$ cat src/rtl/dsp_add8_arbiter.sv
// Round-robin arbiter time-sharing one pipelined 8-operand adder among NUM_REQ requesters.
// A tag pipe steers each sum back to its owner; a flush/drain FSM empties the pipe at frame ends.
module dsp_add8_arbiter #(
  parameter int unsigned NUM_REQ = 2,
  parameter int unsigned LATENCY = 4
) (
  input  logic                     clk,
  input  logic                     aresetn,
  input  logic [NUM_REQ-1:0]       req_valid,
  output logic [NUM_REQ-1:0]       req_ready,
  input  logic [NUM_REQ*144-1:0]   req_op,
  input  logic [NUM_REQ*4-1:0]     req_cin,
  output logic [143:0]             dsp_op,
  output logic [3:0]               dsp_cin,
  output logic                     dsp_reset,
  input  logic [47:0]              dsp_result,
  output logic [NUM_REQ-1:0]       res_valid,
  output logic [47:0]              res_data,
  input  logic                     flush,
  output logic                     flush_done,
  output logic                     busy
);

  localparam int unsigned IDX_W  = (NUM_REQ > 1) ? $clog2(NUM_REQ) : 1;
  localparam int unsigned OP_W   = 144;
  localparam int unsigned CIN_W  = 4;
  localparam int unsigned STAGES = LATENCY + 1;

  typedef enum logic [1:0] {RUN, DRAIN, DONE} state_t;

  state_t             state;
  state_t             state_next;
  logic [IDX_W-1:0]   ptr;
  logic [IDX_W-1:0]   cand;
  logic [IDX_W-1:0]   grant_idx;
  logic               xfer;
  logic [STAGES-1:0]  tag_valid;
  logic [IDX_W-1:0]   tag_idx [STAGES];

  // Round-robin search starting after the last granted requester
  always_comb begin
    xfer      = 1'b0;
    grant_idx = '0;
    cand      = '0;
    req_ready = '0;
    if (aresetn && state == RUN && !flush) begin
      for (int unsigned k = 1; k <= NUM_REQ; k++) begin
        cand = IDX_W'((32'(ptr) + k) % NUM_REQ);
        if (!xfer && req_valid[cand]) begin
          xfer      = 1'b1;
          grant_idx = cand;
        end
      end
      if (xfer) req_ready[grant_idx] = 1'b1;
    end
  end

  // Flush sequencing
  always_comb begin
    state_next = state;
    case (state)
      RUN:     if (flush) state_next = DRAIN;
      DRAIN:   if (!flush) state_next = RUN;
               else if (!busy) state_next = DONE;
      DONE:    if (!flush) state_next = RUN;
      default: state_next = RUN;
    endcase
  end

  always_ff @(posedge clk or negedge aresetn) begin
    if (!aresetn) begin
      state      <= RUN;
      ptr        <= IDX_W'(NUM_REQ - 1);
      dsp_op     <= '0;
      dsp_cin    <= '0;
      dsp_reset  <= 1'b1;
      tag_valid  <= '0;
      res_valid  <= '0;
      res_data   <= '0;
      flush_done <= 1'b0;
      busy       <= 1'b0;
      for (int unsigned s = 0; s < STAGES; s++) tag_idx[s] <= '0;
    end else begin
      state      <= state_next;
      flush_done <= (state_next == DONE);
      dsp_reset  <= !xfer;
      if (xfer) begin
        ptr     <= grant_idx;
        dsp_op  <= req_op[OP_W*grant_idx +: OP_W];
        dsp_cin <= req_cin[CIN_W*grant_idx +: CIN_W];
      end
      // Stage 0 tracks dsp_op; the last stage lines up with dsp_result
      tag_valid  <= {tag_valid[STAGES-2:0], xfer};
      tag_idx[0] <= grant_idx;
      for (int unsigned s = 1; s < STAGES; s++) tag_idx[s] <= tag_idx[s-1];
      busy <= xfer | (|tag_valid[STAGES-2:0]);
      res_valid <= tag_valid[STAGES-1] ? (NUM_REQ'(1) << tag_idx[STAGES-1]) : '0;
      if (tag_valid[STAGES-1]) res_data <= dsp_result;
    end
  end

endmodule

$ cat config.mk
export PLATFORM = sky130hd
export DESIGN_NAME = dsp_add8_arbiter
export DESIGN_NICKNAME = d
export VERILOG_FILES = /design/src/rtl/dsp_add8_arbiter.sv
export SDC_FILE = /design/constraint.sdc
export NUM_CORES = 1
export LEC_CHECK = 0
export ABC_AREA = 0
export CORE_AREA = 2 2 214 216
export DETAILED_ROUTE_END_ITERATION = 10
export DIE_AREA = 0 0 216 218
export PLACE_DENSITY = 0.54
export SYNTH_ARGS = -nofsm -noshare
export SYNTH_HDL_FRONTEND = slang
export SYNTH_SLANG_ARGS = --single-unit
$ cat constraint.sdc
create_clock -name clk -period 1.9 [get_ports clk]
set_input_delay 0.38 -clock clk [delete_from_list [all_inputs] [get_ports clk]]
set_output_delay 0.38 -clock clk [all_outputs]
set_load 0.02 [all_outputs]
==> flow_summary.toml <==
[status]
status = "finished with violations"
violations = "setup timing"

[drt]
viasPerCell = 4.712
ant_nets = 0
drc = 0
vias = 10190
wl_per_cell_um = 20.53
drtPass1Iterations = 5
drt_wl_total_mm = 44.38
drt_iter0_drc = 550

[pwr]
combPwrFrac = 0.419
sw_frac_of_total = 0.3770
p_leak_nw = 7.751
p_clk_frac = 0.243
seqPwrFrac = 0.339
internal_power_mw = 12.61
ir_worst_vdd_mv = 0.5919
switching_power_mw = 7.627
power_density_mw_per_mm2 = 1131

[worst_hold_path]
hold_path.class = "in2async"

[synthesis]
yosys-top-cells-area = "dfrtp_1 (55%), o31ai_1 (12%), a21oi_1 (7.7%), o21ai_1 (7.7%), nor2_1 (5.9%)"
ys_seq_elements = 214
async_reset_ff_frac = 1.000
synthTopCellsByCount = "dfrtp_1 (212), nor2_1 (152), a21oi_1 (149)"
yosys.area.top_type = "dfrtp_1"
avgSynthCellArea_sq_um = 9.833
synth_edf_count = 0
synth_nets = 1329
ys_seq_area_frac = 0.5560
syn-cell-area_sq_mm = 0.009637
yosysTopAreaCellShare = 0.5505
post_synth_num_cell_types = 23
syn_inst = 980
synth_flop_cell = "dfrtp_1"
synth_most_common_cell = "dfrtp_1"
yosys_warnings = 0

[clock_tree]
clk_latency_ps = 550
h-tree-depth = 1
tritoncts = "yes"
numCtsBuffers = 27
cts-root-buf = "clkbuf_16"
cts.path.max_buffers = 3
path_clk_slew_ps = 60
cts_sinks = 214

[critical_path]
rr_startpoint = "state[1]"
critPathArrivalTime_ps = 1780
cp_data_required_time_ps = 1520
rr_worst_depth = 10
r2r_end = "dsp_op[103]"
rrSetupSlack_ps = -60
crit_type = "reg2out"
critPathLaunchType = "register"
worst-path-max-fanout = 3
crit_path_end_kind = "output port"

[floorplan]
core-area_sq_mm = 0.04489
die_area_sq_mm = 0.04709
io_pins = 552
chipWidth_um = 216
rows = 78
die_h_um = 218
start_util = 0.2147

[layout]
stdcell_area_sq_mm = 0.01789
regArea_sq_mm = 0.005359
drive_above_1_share = 0.1832
nFillCells = 4541
final_nets = 1893
area_growth_pct = 85.61
multi_input_area_sq_mm = 0.004398
finalNonFillerCells = 2162

[grt]
grt_pass1_vias = 10080
grt-ovfl-total = 0
antenna_found_initial = 3
grt_max_degree = 85
grt_usage = 0.1687
grt_pass1_wl_mm = 62.22

[placed_design]
pre_cts_slack_ps = -470.0
dp.cells = 2086
gp_congestion = 0.8075
hpwl_mm = 29.83
place.port_buffers = 551
place_area_sq_mm = 0.01625

[timing]
fmaxAchievable_mhz = 462.3
hold_viol_final = 0
slew_violations = 0
worstMarginPinSlew_ps = 875.8
setup_viol = 8
timing.final.crit_share = 1.139
hold_slack_ps = 60.26
clock_skew_ps = 13.26
slew_headroom = 0.4161
period_minus_slack_ps = 2163
layout_setup_ws_ps = -263.2
setup_tns_ps = -642.5
rsz0062_at_grt = "yes"

[run]
cap_violations = 0
[routing by layer]
layer | wire length [um] | GRT usage | vias to the layer above
met1 | 18150 | 0.2123 | 4973
met4 | 1630 | 0.06621 | 2
li1 | - | - | 4694
met2 | 21530 | 0.2825 | 424
met3 | 3063 | 0.03626 | 94
met5 | 8 | 0 | -
[what timing repair did]
action,CTS,global route
pin swaps,3,86
endpoints found under the hold margin,27,0
gates resized for setup,187,146
hold buffers,1,0
cloned,0,10
buffers inserted,5,13
endpoints found under the setup margin,186,73
[state kept, by name, indices dropped and copies added, names as in the netlist]
register,cells
dsp_cin,4
busy,1
state,2
tag_idx,5
flush_done,1
dsp_reset,1
dsp_op,144
res_data,48
tag_valid,5
res_valid,2
ptr,1
[cell type report]
type	instances	area share
repair buffers	639	0.3658
diodes	1	0.0001399
clock inverters	12	0.005526
inverters	1	0.0002098
flip-flops and latches	214	0.2996
clock buffers	34	0.04092
well taps	600	0.04197
multi-input cells	661	0.2459
[worst max path at each step]
stage / start / endpoint / depth (start not counted) / slack, ps
2_1_floorplan: state[1] / req_ready[1] / 5 / 7
4_1_cts: state[0] / req_ready[0] / 5 / -330
3_3_place_gp: flush / req_ready[0] / 6 / -460
6_report: state[1] / req_ready[0] / 5 / -260
3_5_place_dp: flush / req_ready[0] / 6 / -470
5_1_grt: state[1] / req_ready[0] / 5 / -330
[critical path, stage by stage (launching register included)]
cell	delay, ps
dfrtp_1	410
nor4b_4	300
buf_4	180
o21ai_4	60
nor2_4	140
buf_12	130
[cells by family (layout without fill, tap and decap cells)]
logic type	count (synthesis)	count (layout)	share of synthesized area
and+or+nand+nor	162	162	0.06777
other	0	1	0
muxes	48	48	0.05609
AOI/OAI and AO/OA	451	451	0.2749
buffers and inverters	105	686	0.04531
DFF	214	214	0.5560
[per-stage QoR]
step	total power, mW	util
floorplan	10.77	-
global placement	15.83	0.3621
detailed placement	15.92	0.3621
CTS	19.98	0.3768
global route	21.31	0.3984
finish	20.23	0.3984
[cell usage in the layout (no fill, tap or decap), types with 2 or more instances in the layout]
master and instances:
buf_4 43, a21oi_2 48, nor2_1 149, clkbuf_16 33, buf_16 2, buf_12 30, buf_8 3, dlygate4sd2_1 183
o21a_1 2, o21ai_2 3, o21ai_4 4, clkdlybuf4s50_1 350, o31ai_2 28, dlymetal6s2s_1 14, a21oi_1 92, o31ai_1 117
clkbuf_8 3, nor2_4 3, clkinvlp_4 4, dfstp_2 2, o31ai_4 3, mux2_2 48, nor2b_1 4, clkbuf_1 4
buf_6 6, o21ai_1 142, clkinv_2 6, dfrtp_1 211, a21oi_4 9
[power by group through the flow]
stage	clock, mW	combinational (mW)	sequential, mW
2_1_floorplan	0	2.17	8.60
3_3_place_gp	0	8.92	6.92
3_5_place_dp	0	8.96	6.96
4_1_cts	5.07	8.06	6.85
5_1_grt	5.23	9.02	7.06
6_report	4.91	8.47	6.85
Note: power is estimated with default switching activity, not from simulation.
